==> src/rtl/decode_issue_ctrl.sv <==
// Decode-stage controller: decodes fetched bytes into the Decode/Execute latch
// control word, sequences two-byte instructions and interrupt entry.
module decode_issue_ctrl #(
  parameter logic [7:0] INT_VEC = 8'h01
) (
  input  logic       clk,
  input  logic       rst_n,
  input  logic [7:0] instr,
  input  logic       instr_valid,
  input  logic       stall,
  input  logic       flush,
  input  logic       intr,
  output logic       pc_hold,
  output logic [7:0] imm,
  output logic [1:0] ra,
  output logic [1:0] rb,
  output logic       RW,
  output logic       SW1,
  output logic       SW2,
  output logic       out_ld,
  output logic       MW,
  output logic       SM1,
  output logic       SM2,
  output logic       SE1,
  output logic       SE2,
  output logic [1:0] SP,
  output logic [2:0] ALU,
  output logic [4:0] Flags,
  output logic [2:0] BU,
  output logic [1:0] SE3,
  output logic [1:0] SE4
);

  typedef enum logic [1:0] {DEC, IMM, INT1, INT2} state_t;

  typedef struct packed {
    logic [1:0] ra;
    logic [1:0] rb;
    logic       rw;
    logic       sw1;
    logic       sw2;
    logic       out_ld;
    logic       mw;
    logic       sm1;
    logic       sm2;
    logic       se1;
    logic       se2;
    logic [1:0] sp;
    logic [2:0] alu;
    logic [4:0] flags;
    logic [2:0] bu;
  } word_t;

  state_t     state_q, state_d;
  word_t      word_q, word_d;
  word_t      stash_q, stash_d;
  logic [7:0] imm_q, imm_d;
  logic       pc_hold_q, pc_hold_d;
  logic       arm_q, arm_d;
  logic       take_intr;
  logic       two_byte;

  function automatic word_t decode(input logic [7:0] b);
    word_t w;
    logic  nop;
    w    = '0;
    nop  = 1'b0;
    w.ra = b[3:2];
    w.rb = b[1:0];
    case (b[7:4])
      4'h1: w.rw = 1'b1;
      4'h2: begin w.alu = 3'b001; w.rw = 1'b1; w.flags = 5'b11110; end
      4'h3: begin w.alu = 3'b010; w.rw = 1'b1; w.flags = 5'b11110; end
      4'h4: begin w.alu = 3'b011; w.rw = 1'b1; w.flags = 5'b11000; end
      4'h5: begin w.alu = 3'b100; w.rw = 1'b1; w.flags = 5'b11000; end
      4'h6: begin
        w.rw    = 1'b1;
        w.flags = 5'b11110;
        case (b[3:2])
          2'd0:    w.alu = 3'b101;
          2'd1:    w.alu = 3'b110;
          2'd2:    w.alu = 3'b111;
          default: nop = 1'b1;
        endcase
      end
      4'h7: begin
        case (b[3:2])
          2'd0: begin w.mw = 1'b1; w.sm1 = 1'b1; w.sp = 2'b01; end
          2'd1: begin w.rw = 1'b1; w.sw1 = 1'b1; w.sm1 = 1'b1; w.sp = 2'b10; end
          2'd2: w.out_ld = 1'b1;
          default: w.rw = 1'b1;
        endcase
      end
      4'h8: w.bu = {1'b0, b[3:2]} + 3'd1;
      4'h9: begin
        case (b[3:2])
          2'd0: w.bu = 3'b101;
          2'd1: begin
            w.bu = 3'b110; w.mw = 1'b1; w.sm1 = 1'b1; w.sm2 = 1'b1; w.sp = 2'b01;
          end
          2'd2: begin w.bu = 3'b111; w.sw1 = 1'b1; w.sm1 = 1'b1; w.sp = 2'b10; end
          default: begin
            w.bu = 3'b111; w.sw1 = 1'b1; w.sm1 = 1'b1; w.sp = 2'b10; w.flags = 5'b00001;
          end
        endcase
      end
      4'hC: begin w.se1 = 1'b1; w.rw = 1'b1; end
      4'hD: begin w.rw = 1'b1; w.sw1 = 1'b1; end
      4'hE: w.mw = 1'b1;
      default: nop = 1'b1;
    endcase
    if (nop) w = '0;
    return w;
  endfunction

  assign take_intr = intr & arm_q;
  assign two_byte  = (instr[7:4] == 4'hC) || (instr[7:4] == 4'hD) || (instr[7:4] == 4'hE);

  always_comb begin
    state_d   = state_q;
    stash_d   = stash_q;
    imm_d     = imm_q;
    word_d    = '0;
    pc_hold_d = 1'b0;
    // Re-arm only once the request line has been seen low.
    arm_d     = intr ? arm_q : 1'b1;
    if (flush) begin
      if (state_q == IMM) state_d = DEC;
      if (state_q == DEC && take_intr) arm_d = 1'b0;
    end else if (stall) begin
      pc_hold_d = 1'b1;
    end else begin
      case (state_q)
        DEC: begin
          if (take_intr) begin
            state_d   = INT1;
            pc_hold_d = 1'b1;
            arm_d     = 1'b0;
          end else if (instr_valid) begin
            if (two_byte) begin
              stash_d = decode(instr);
              state_d = IMM;
            end else begin
              word_d = decode(instr);
            end
          end
        end
        IMM: begin
          if (instr_valid) begin
            imm_d   = instr;
            word_d  = stash_q;
            state_d = DEC;
          end
        end
        INT1: begin
          word_d.mw  = 1'b1;
          word_d.sm1 = 1'b1;
          word_d.sm2 = 1'b1;
          word_d.sp  = 2'b01;
          pc_hold_d  = 1'b1;
          state_d    = INT2;
        end
        INT2: begin
          word_d.bu = 3'b101;
          imm_d     = INT_VEC;
          pc_hold_d = 1'b1;
          state_d   = DEC;
        end
        default: state_d = DEC;
      endcase
    end
  end

  always_ff @(posedge clk) begin
    if (!rst_n) begin
      state_q   <= DEC;
      word_q    <= '0;
      stash_q   <= '0;
      imm_q     <= '0;
      pc_hold_q <= 1'b0;
      arm_q     <= 1'b1;
    end else begin
      state_q   <= state_d;
      word_q    <= word_d;
      stash_q   <= stash_d;
      imm_q     <= imm_d;
      pc_hold_q <= pc_hold_d;
      arm_q     <= arm_d;
    end
  end

  assign pc_hold = pc_hold_q;
  assign imm     = imm_q;
  assign ra      = word_q.ra;
  assign rb      = word_q.rb;
  assign RW      = word_q.rw;
  assign SW1     = word_q.sw1;
  assign SW2     = word_q.sw2;
  assign out_ld  = word_q.out_ld;
  assign MW      = word_q.mw;
  assign SM1     = word_q.sm1;
  assign SM2     = word_q.sm2;
  assign SE1     = word_q.se1;
  assign SE2     = word_q.se2;
  assign SP      = word_q.sp;
  assign ALU     = word_q.alu;
  assign Flags   = word_q.flags;
  assign BU      = word_q.bu;
  assign SE3     = 2'b00;
  assign SE4     = 2'b00;

endmodule

==> config.mk <==
export PLATFORM = sky130hd
export DESIGN_NAME = decode_issue_ctrl
export DESIGN_NICKNAME = d
export VERILOG_FILES = /design/src/rtl/decode_issue_ctrl.sv
export SDC_FILE = /design/constraint.sdc
export NUM_CORES = 1
export LEC_CHECK = 0
export ABC_AREA = 1
export CORE_MARGIN = 3
export CORE_UTILIZATION = 35
export DETAILED_ROUTE_END_ITERATION = 7
export GPL_TIMING_DRIVEN = 0
export MAX_ROUTING_LAYER = met4
export SLEW_MARGIN = 20
export SYNTH_ARGS = -nofsm -noshare
export SYNTH_HDL_FRONTEND = slang
export SYNTH_SLANG_ARGS = --single-unit
==> constraint.sdc <==
create_clock -name clk -period 1.9 [get_ports clk]
set_input_delay 0.285 -clock clk [delete_from_list [all_inputs] [get_ports clk]]
set_output_delay 0.285 -clock clk [all_outputs]
set_load 0.01 [all_outputs]
# Yosys cells after proc, flatten, opt, wreduce, memory -nomap -nowiden
# Cells that the tools add are included.
# classes
muxes,68
bitwise,5
n_eq_ne,23
reduce_logical,19
add_sub_neg,1
# op_table
cell,count
26-bit 2-to-1 mux,6
8-bit case mux with 2 select lines,3
1-bit 2-to-1 mux,32
3-bit case mux with 3 select lines,3
"4-bit == test, second input constant",5
2-bit case mux with 2 select lines,5
"4-bit by 3-bit == test with 1-bit output, second input constant",4
3-bit case mux with 5 select lines,1
5-bit case mux with 3 select lines,1
2-bit 2-to-1 mux,7
11-bit OR reduction,1
2-bit OR reduction,5
3-bit OR reduction,3
"4-bit by 2-bit == test with 1-bit output, second input constant",2
8-bit 2-to-1 mux,1
"4-bit inequality test, second input constant",2
1-bit case mux with 2 select lines,4
2-bit case mux with 4 select lines,1
8-bit OR reduction,1
"2-bit == test, second input constant",3
1-bit case mux with 3 select lines,2
2-bit case mux with 3 select lines,1
3-bit case mux with 2 select lines,1
6-bit AND reduction,1
14 further kinds,21
# word_totals
reg_bits,64
wordCells,150
out_inout_bits,39
input_bits,14

# Depth between registers and ports, before layout
# Gate-level depths: netlist of the first run.
# logic_depth
word_depth,15
ltp_mapped,11

# Least setup slack after synthesis of the first run
# No wires, ideal clock.
# synth_timing
kind,register to register
start,reg state_q[0]
end,reg stash_q[10] in the netlist's numbering
t_required_ns,1.772
synth_period_minus_slack_ns,1.297
setup_ns,0.128
arrival_time_ns,1.170
path_stages_with_launch,9
path_buffers,2
setup_slack_ns,0.603
path_cell_list,dfxtp_1 -> buf_2 -> nor2_1 -> nand3_2 -> nor2_8 -> inv_4 -> buf_4 -> nand2_1 -> nor2_1
# synth_between
elab_chain_len,2
# synth_rtl
element,line_no,source
from (decl),54,"state_t state_q, state_d;"
from (signal assigned),183,state_q <= state_d;
2-bit zero test,133,case (state_q)
6-bit AND reduction (no line),-,
to (signal assigned),185,stash_q <= stash_d;
to (decl),56,"word_t stash_q, stash_d;"
# Every way passes these cells.
# A chain may end at the register's enable or synchronous reset.

# Final worst setup path of the first run
# layout_timing
start,in instr[3]
end,"reg word_q, in the netlist RW"
# layout_between
elab_chain_len,15
word_cells_on_any_way,20
classes_between,eq/ne (2); mux (15); reduce/logical (3)
# layout_rtl
element,line_no,source
from (decl),8,"input logic [7:0] instr,"
"2-bit by 1-bit == test with 1-bit output, or another cell as far along",79,case (b[3:2])
3-bit OR reduction (no line),-,
1-bit 2-to-1 mux,79,
1-bit case mux with 2 select lines,70,case (b[7:4])
1-bit 2-to-1 mux,140,if (two_byte) begin
1-bit 2-to-1 mux,139,end else if (instr_valid) begin
1-bit 2-to-1 mux,135,if (take_intr) begin
1-bit 2-to-1 mux,133,
1-bit 2-to-1 mux,130,end else if (stall) begin
1-bit 2-to-1 mux,127,if (flush) begin
26-bit 2-to-1 mux *,112,if (nop) w = '0;
26-bit 2-to-1 mux *,140,
26-bit 2-to-1 mux *,139,
26-bit 2-to-1 mux *,135,
8-bit case mux with 2 select lines *,133,
to (signal assigned),184,word_q <= word_d;
to (decl),55,"word_t word_q, word_d;"
# Every way passes the cells marked *; elsewhere a longest branch is shown, timed or not. The select of a mux whose other input is x is not followed.

==> results of run 1 <==
==> kinds of logic (layout without fill, tap and decap cells) <==
family                   after synthesis  count (layout)  synth area share [%]
buffers and inverters                 51             103                  9.98
AND/OR/NAND/NOR                      198             198                  34.8
AO/OA/AOI/OAI                         49              49                  9.41
other                                  1               6                 0.142
flip-flops                            56              56                  42.4
adder cells (fa/ha/maj)                7               7                  3.31
==> area by class of cell <==
type | count | area [um^2] | area share (%)
clock buffer | 6 | 72.6 | 2.17
clock inverter | 2 | 38.8 | 1.16
inverter | 30 | 115 | 3.44
sequential | 56 | 1120 | 33.5
multi-input combinational | 260 | 1280 | 38.3
timing repair buffer | 44 | 443 | 13.2
buffer | 21 | 149 | 4.45
tap | 99 | 124 | 3.71
==> where the power goes <==
part           total, mW  internal, mW  leakage [nW]  switching (mW)
logic              0.316         0.114         0.900           0.202
clock network      0.785         0.399        0.0558           0.386
registers           1.20          1.19         0.452         0.00853
==> cell usage after synthesis, types with 4 or more instances <==
library cell | number | area share, %
sky130_fd_sc_hd__buf_4 | 11 | 3.1
sky130_fd_sc_hd__o21ai_0 | 7 | 1.3
sky130_fd_sc_hd__nor2_2 | 7 | 1.7
sky130_fd_sc_hd__nor3_1 | 4 | 0.76
sky130_fd_sc_hd__nand3_2 | 10 | 3.8
sky130_fd_sc_hd__ha_1 | 7 | 3.3
sky130_fd_sc_hd__nand3_1 | 26 | 4.9
sky130_fd_sc_hd__inv_1 | 22 | 3.1
sky130_fd_sc_hd__a21oi_1 | 37 | 7.0
sky130_fd_sc_hd__buf_2 | 4 | 0.76
sky130_fd_sc_hd__inv_2 | 7 | 0.99
sky130_fd_sc_hd__nor2_1 | 43 | 6.1
sky130_fd_sc_hd__dfxtp_1 | 56 | 42
sky130_fd_sc_hd__o21ai_1 | 4 | 0.76
sky130_fd_sc_hd__nand2_1 | 99 | 14
==> sequential cells by signal (all words and copies together) (netlist names), 2 cells and up <==
| signal | count |
|---|---|
| ALU | 3 |
| SP | 2 |
| Flags | 3 |
| imm | 8 |
| BU | 3 |
| rb | 2 |
| ra | 2 |
| state_q | 2 |
| stash_q | 22 |
==> how the worst min path moves through the flow <==
stage | depth (start not counted) | slack (ns) | start | end
final | 2 | 0.28 | rst_n | arm_q
after global routing | 2 | 0.27 | rst_n | arm_q
after CTS | 2 | 0.27 | rst_n | arm_q
after detailed placement | 2 | 0.43 | stash_q[18] | stash_q[18]
after global placement | 2 | 0.42 | stash_q[15] | stash_q[15]
after floorplan | 1 | 0.36 | flush | pc_hold
==> metal layers <==
| layer | up-vias | routed length (um) | global-route usage (%) |
|---|---|---|---|
| met4 | 0 | 38 | 4.40 |
| met2 | 75 | 2950 | 25.6 |
| met3 | 2 | 333 | 2.68 |
| met1 | 1071 | 3190 | 22.3 |
| met5 | - | 0 | - |
| li1 | 1249 | - | - |
==> per-stage QoR <==
stage | power [mW] | util [%] | cell area [um^2] | hold WS [ns]
floorplan | 1.43 | - | 2670 | 0.364
global placement | 1.54 | 44.3 | 3230 | 0.424
detailed placement | 1.54 | 44.3 | 3230 | 0.429
CTS | 2.32 | 45.8 | 3340 | 0.266
global route | 2.42 | 45.8 | 3340 | 0.275
finish | 2.30 | 45.8 | 3340 | 0.278
==> impl_results.md, run 1 <==
- Outcome: completed
- Number of standard cells after synthesis: roughly 360
- Post-synthesis instance area: around 0.0026 mm^2
- Number of antenna violations at the first check in global routing: 0
- Number of resized instances in the post-cts repair step: 0
- Period Utilization, post-route: 92.8%
- Number of ports placed on the die boundary: 53
- Classification of the worst setup path: input port to register
- Mean instance size in the synthesized netlist: 7.31 um^2
- Total iterations of the first detailed-routing run: 5
- Depth of the worst register-to-register path: 6
- Pin count of the biggest net entering global routing: 18
- Overflow after GRT: 0
- Count of final hold-check violations: 0
- Cell count after placement: 510
- Die Wd: 93.0 um
- PD cells: 687 mW/mm^2
- Die footprint: around 0.0086 mm^2
- Pre-CTS worst setup slack: -0.270 ns
- Number of I/O port buffers: between 40 and 50
- Reg2reg end: RW
- Worst setup path endpoint: RW
- Remaining max-slew budget at the tightest pin: a little over three fifths
- Critical path data arrival time: approximately 2.0 ns
- Buffer depth of the longest clock path: 2
- Worst path required time: 2.13 ns
- Critical path's slowest cell: sky130_fd_sc_hd__clkdlybuf4s50_1
- Crit path from: instr[3]
- Residual DRC count: 0
- Number of setup violations in the final report: 0
- Crit path capture type: register
- Worst path max stage delay: a little under 0.7 ns
- Number of gates on the worst path with buffers counted: 8
- Fillers: between 700 and 800
- Peak Freq: ~570 MHz
- Max FO, Critical Path: 7
- Slew at the pin with the worst max-slew slack: between 0.5 and 0.6 ns
- Number of buffers inserted during clock tree synthesis: 5
- Antenna-violating nets left: 0
- Largest delay contributor family on the critical path: buffers and inverters
- Hold-fix buffers at CTS: 0
- Dominant register cell in the synthesized netlist: sky130_fd_sc_hd__dfxtp_1
- Lkg Pwr: roughly 1.4 nW
- Number of violations reported at the end of detailed-routing iteration 0: ~110
- Min-delay worst type: input port to register
- Highest-count cells in the layout ignoring fill and taps: 99 x sky130_fd_sc_hd__nand2_1, 56 x sky130_fd_sc_hd__dfxtp_1, 43 x sky130_fd_sc_hd__nor2_1, 43 x sky130_fd_sc_hd__clkdlybuf4s50_1, 37 x sky130_fd_sc_hd__a21oi_1
- Register area share after synthesis: between 40% and 50%
- Leading cell type in the layout, fill and taps excluded: sky130_fd_sc_hd__nand2_1
- H-tree depth: 2
- Vias after detailed routing: ~2.4k
- TritonCTS clock tree: done
- Post-Route Skew: between 0.008 and 0.009 ns
- Yosys warnings: 0
- Number of global-route vias before repair: ~2.2k
- Wire length per cell after detailed routing: 12.6 um
- Critical path cell sequence: clkdlybuf4s50_1 -> inv_1 -> ha_1 -> nor2_1 -> nand3_1 -> nand3_1 -> nand3_2 -> a21oi_1
- Flop and latch count out of synthesis: 56
- P&R area growth vs syn: 26.3%
- Worst VDD drop: about 0.29 mV
- Total negative slack: 0 ns
- Post-layout min period: 1.76 ns
- Starting utilization of the core area: roughly 36%
- Register-to-register path setup slack: 0.34 ns
- Overall global routing resource usage: between 15 and 20%
- Min setup slack post-route: between 0.1 and 0.15 ns
- Worst path buffer plus inverter count: 2
- Share of async-settable or async-resettable flops after synthesis: 0%
- Global placement routability congestion: around 0.85
- Fraction of layout instances using a drive strength above 1: about 14%
- Core Footprint: about 0.0073 mm^2
- Worst reg2reg startpoint: state_q[0]
- Total count of max-transition violations in the final report: 0
- Buffer count from post-CTS setup fixing: 0
- Total wire length: ~6500 um
- FP Rows: 31
- Final net count: between 400 and 500
- Final instance count without filler cells: ~520
- Maxcap violations: 0
- Antenna fix cells: 0
- Cell at the root of the clock tree: sky130_fd_sc_hd__clkbuf_8
- Count of flip-flops with a built-in enable after synthesis: 0
- CP startpoint kind: input port
- Vias per std cell: about 4.6
- Clk sink count: 56
- Most common cell on crit path: sky130_fd_sc_hd__nand3_1
- Final HPWL DP: 4950 um
- Clock latency at the later pin of the worst-skew pair: slightly above 0.3 ns
- Die Y: ~93 um
- Global-route wire length before repair: roughly 11000 um
- Clock transition at the registers of the reported paths: 0.10 ns
- Unrepaired setup endpoints after global routing: false
- Cell variety after synth: 27
No activity file was read; power rests on OpenSTA's default activity.
==> run 2, diff against run 1 <==
--- a/config.mk
+++ b/config.mk
@@ -11,6 +11,7 @@
 export DETAILED_ROUTE_END_ITERATION = 7
 export GPL_TIMING_DRIVEN = 0
 export MAX_ROUTING_LAYER = met4
+export SKIP_CTS_REPAIR_TIMING = 1
 export SLEW_MARGIN = 20
 export SYNTH_ARGS = -nofsm -noshare
 export SYNTH_HDL_FRONTEND = slang
==> results of run 2 <==
Final layout, timing and power as in run 1 (identical DEF).
==> run 3, diff against run 2 <==
--- a/config.mk
+++ b/config.mk
@@ -5,7 +5,7 @@
 export SDC_FILE = /design/constraint.sdc
 export NUM_CORES = 1
 export LEC_CHECK = 0
-export ABC_AREA = 1
+export ABC_AREA = 0
 export CORE_MARGIN = 3
 export CORE_UTILIZATION = 35
 export DETAILED_ROUTE_END_ITERATION = 7
==> run 3 against run 2 <==
Effect of this change:
- maximum frequency down 5.7%
- first-iteration DRC count fell by 27%
- clock skew rose by 0.0045 ns
- synthesized cell count down 20%
- design area is 1.5% lower
- wire length fell by 0.61%
- sequential share of layout area grew 0.50 points
- largest power group unchanged
==> impl_results.md, run 3 <==
- Number of standard cells after synthesis: 289
- Crit path capture type: register
- Relative contribution of the clock network to total power: between 30% and 40%
- Leading cell type in the layout, fill and taps excluded: sky130_fd_sc_hd__dfxtp_1
- Cell count after placement: about 430
- Depth of the worst register-to-register path: 6
- Hold depth: 2
- Register-to-register path setup slack: 0.03 ns
- Maxcap violations: 0
- Leading cell type by number of instances after synthesis: sky130_fd_sc_hd__dfxtp_1
- P&R area growth vs syn: 30.3%
- Highest-count cells in the layout ignoring fill and taps: 56 x sky130_fd_sc_hd__dfxtp_1, 37 x sky130_fd_sc_hd__clkdlybuf4s50_1, 32 x sky130_fd_sc_hd__nand2_1, 23 x sky130_fd_sc_hd__a21oi_1, 16 x sky130_fd_sc_hd__buf_4
- Clock transition at the registers of the reported paths: roughly 0.10 ns
- Start point of the worst min-delay path: flush
- Library cell with the largest summed area after synthesis: sky130_fd_sc_hd__dfxtp_1
- Core Footprint: about 0.0069 mm^2
- Mean instance size in the synthesized netlist: a little under 9 um^2
- Number of I/O port buffers: 42
- Global placement routability congestion: ~0.86
- Clock latency at the later pin of the worst-skew pair: between 0.3 and 0.4 ns
- End point of the most critical hold path: pc_hold
- Antenna-violating nets left: 0
- Clk sink count: 56
- Worst path required time: 2.12 ns
- Share of total power in combinational logic: approximately 12%
- Post-Route Skew: about 0.013 ns
- Remaining max-slew budget at the tightest pin: 49.3%
- TritonCTS clock tree: done
- Flop and latch count out of synthesis: 56
- Total iterations of the first detailed-routing run: 4
- Share of async-settable or async-resettable flops after synthesis: 0%
- Sw Pwr: approximately 530 uW
- Wire length per cell after detailed routing: approximately 14 um
- Post-layout min period: between 1.5 and 2 ns
- Worst slack on hold paths: 0.190 ns
- Pin count of the biggest net entering global routing: 17
- Fraction of post-synthesis cell area in the top cell type by area: 44.4%
- Global-route wire length before repair: 10900 um
- Cell variety after synth: 53
- Peak Freq: ~530 MHz
- Overall global routing resource usage: between 10% and 20%
- Count of flip-flops with a built-in enable after synthesis: 0
- Fraction of layout instances using a drive strength above 1: 13.1%
- Outcome: completed
- Min-delay worst type: input port to register
- Overflow after GRT: 0
- Net Sw Frac: between 20% and 30%
- Post-synthesis instance area: 0.00253 mm^2
- Number of ports placed on the die boundary: 53
- CP startpoint kind: register
- Number of buffers inserted during clock tree synthesis: 5
- Number of antenna violations at the first check in global routing: 0
- Part of the power in registers: a little over half
- Final instance count without filler cells: approximately 450
- Die footprint: around 0.0083 mm^2
- Vias per std cell: around 5
- Final core occ: about 48%
- Vias after detailed routing: roughly 2.3k
- Count of final hold-check violations: 0
- Die Wd: just over 90 um
- Antenna fix cells: 0
- Number of setup violations in the final report: 0
- Total count of max-transition violations in the final report: 0
- Yosys warnings: 0
- Register area share after synthesis: between 40% and 50%
- Number of violations reported at the end of detailed-routing iteration 0: slightly below 80
- Cell at the root of the clock tree: sky130_fd_sc_hd__clkbuf_8
- Dominant register cell in the synthesized netlist: sky130_fd_sc_hd__dfxtp_1
- Number of global-route vias before repair: about 2.1k
- Critical path data arrival time: around 2.1 ns
- Leading cell types by count after synthesis: 56 x sky130_fd_sc_hd__dfxtp_1, 33 x sky130_fd_sc_hd__nand2_1, 23 x sky130_fd_sc_hd__a21oi_1
- Largest reg by FF count: stash_q
- PD cells: roughly 670 mW/mm^2
- Buffer depth of the longest clock path: 2
- Classification of the worst setup path: register to register
- Max FO, Critical Path: 10
- Starting utilization of the core area: 36.6%
- Fillers: around 700
- Total internal power: between 1.5 and 2 mW
- Final HPWL DP: around 4600 um
- Max reg flops: 22
- Worst reg2reg startpoint: state_q[0]
- Slew at the pin with the worst max-slew slack: ~0.75 ns
- Reg2reg end: RW
- H-tree depth: 2
- Final net count: between 300 and 400
- Die Y: slightly above 90 um
- Total wire length: 6480 um
- Lkg Pwr: ~1.3 nW
- FP Rows: 30
- Main area contributors after synthesis: sky130_fd_sc_hd__dfxtp_1 44%, sky130_fd_sc_hd__nand2_1 4.9%, sky130_fd_sc_hd__a21oi_1 4.6%
- Worst VDD drop: 0.273 mV
- Residual DRC count: 0
- Period Utilization, post-route: between 90 and 100%
[run 3: cell count changes after synthesis, moves of 12 or more]
cell / before / now
sky130_fd_sc_hd__and3_1: 0 / 15
sky130_fd_sc_hd__inv_1: 22 / 7
sky130_fd_sc_hd__nand3_1: 26 / 13
sky130_fd_sc_hd__nor2_1: 43 / 16
sky130_fd_sc_hd__a21oi_1: 37 / 23
sky130_fd_sc_hd__nand2_1: 99 / 33
sky130_fd_sc_hd__clkbuf_1: 2 / 14
[run 3: through the flow]
stage               total power [mW]  setup WS [ns]  cell area, um^2  setup TNS, ns
floorplan                       1.37          0.244             2550              0
global placement                1.45         -0.529             3090         -14.88
detailed placement              1.45         -0.521             3090         -15.24
CTS                             2.21         -0.187             3190          -2.82
global route                    2.31        -0.0112             3290        -0.0173
finish                          2.21         0.0299             3290              0
[run 3: per-layer routing]
layer  track usage [%]  part of all wire [%]
met2              25.0                    45
met1              22.9                    49
met3              2.49                   3.8
met5                 -                     0
met4              5.90                   2.1
[run 3: layout make-up]
type | instances | area [um^2] | share of cell area [%]
Clock buffer | 6 | 72.6 | 2.20
Clock inverter | 2 | 35.0 | 1.06
Timing Repair Buffer | 49 | 485 | 14.7
Buffer | 32 | 181 | 5.51
Sequential cell | 56 | 1120 | 34.0
Multi-Input combinational cell | 199 | 1250 | 38.0
Tap cell | 96 | 120 | 3.65
Inverter | 7 | 26.3 | 0.798
[run 3: power groups by stage]
stage / sequential [mW] / combinational, mW / clock (mW)
after floorplan: 1.21 / 0.155 / 0
after global placement: 1.21 / 0.240 / 0
after detailed placement: 1.21 / 0.240 / 0
after CTS: 1.18 / 0.242 / 0.785
after global routing: 1.19 / 0.291 / 0.829
final: 1.18 / 0.267 / 0.761
[run 3: worst max path at each step]
stage / start / to / slack, ns / depth (start not counted)
floorplan: state_q[1] / stash_q[10] / 0.24 / 6
global placement: instr_valid / stash_q[16] / -0.53 / 6
detailed placement: instr_valid / stash_q[6] / -0.52 / 6
CTS: instr_valid / stash_q[10] / -0.19 / 6
global route: state_q[0] / RW / -0.01 / 6
finish: state_q[0] / RW / 0.03 / 6
[run 3: logic make-up after synthesis]
family	count (synthesis)	share of synthesized area [%]
flops	56	44.4
buf+inv	39	7.97
simple gates	118	25.7
mux	2	0.792
fa+ha+maj	7	3.47
compound gates	66	17.5
other cells	1	0.148
[run 3: worst max-delay path, cell delays in order, from the launching register on]
cell,delay [ns]
sky130_fd_sc_hd__dfxtp_1,0.32
sky130_fd_sc_hd__buf_4,0.16
sky130_fd_sc_hd__or3b_4,0.42
sky130_fd_sc_hd__a211oi_4,0.35
sky130_fd_sc_hd__nand2b_2,0.08
sky130_fd_sc_hd__clkbuf_2,0.19
sky130_fd_sc_hd__o31ai_1,0.25
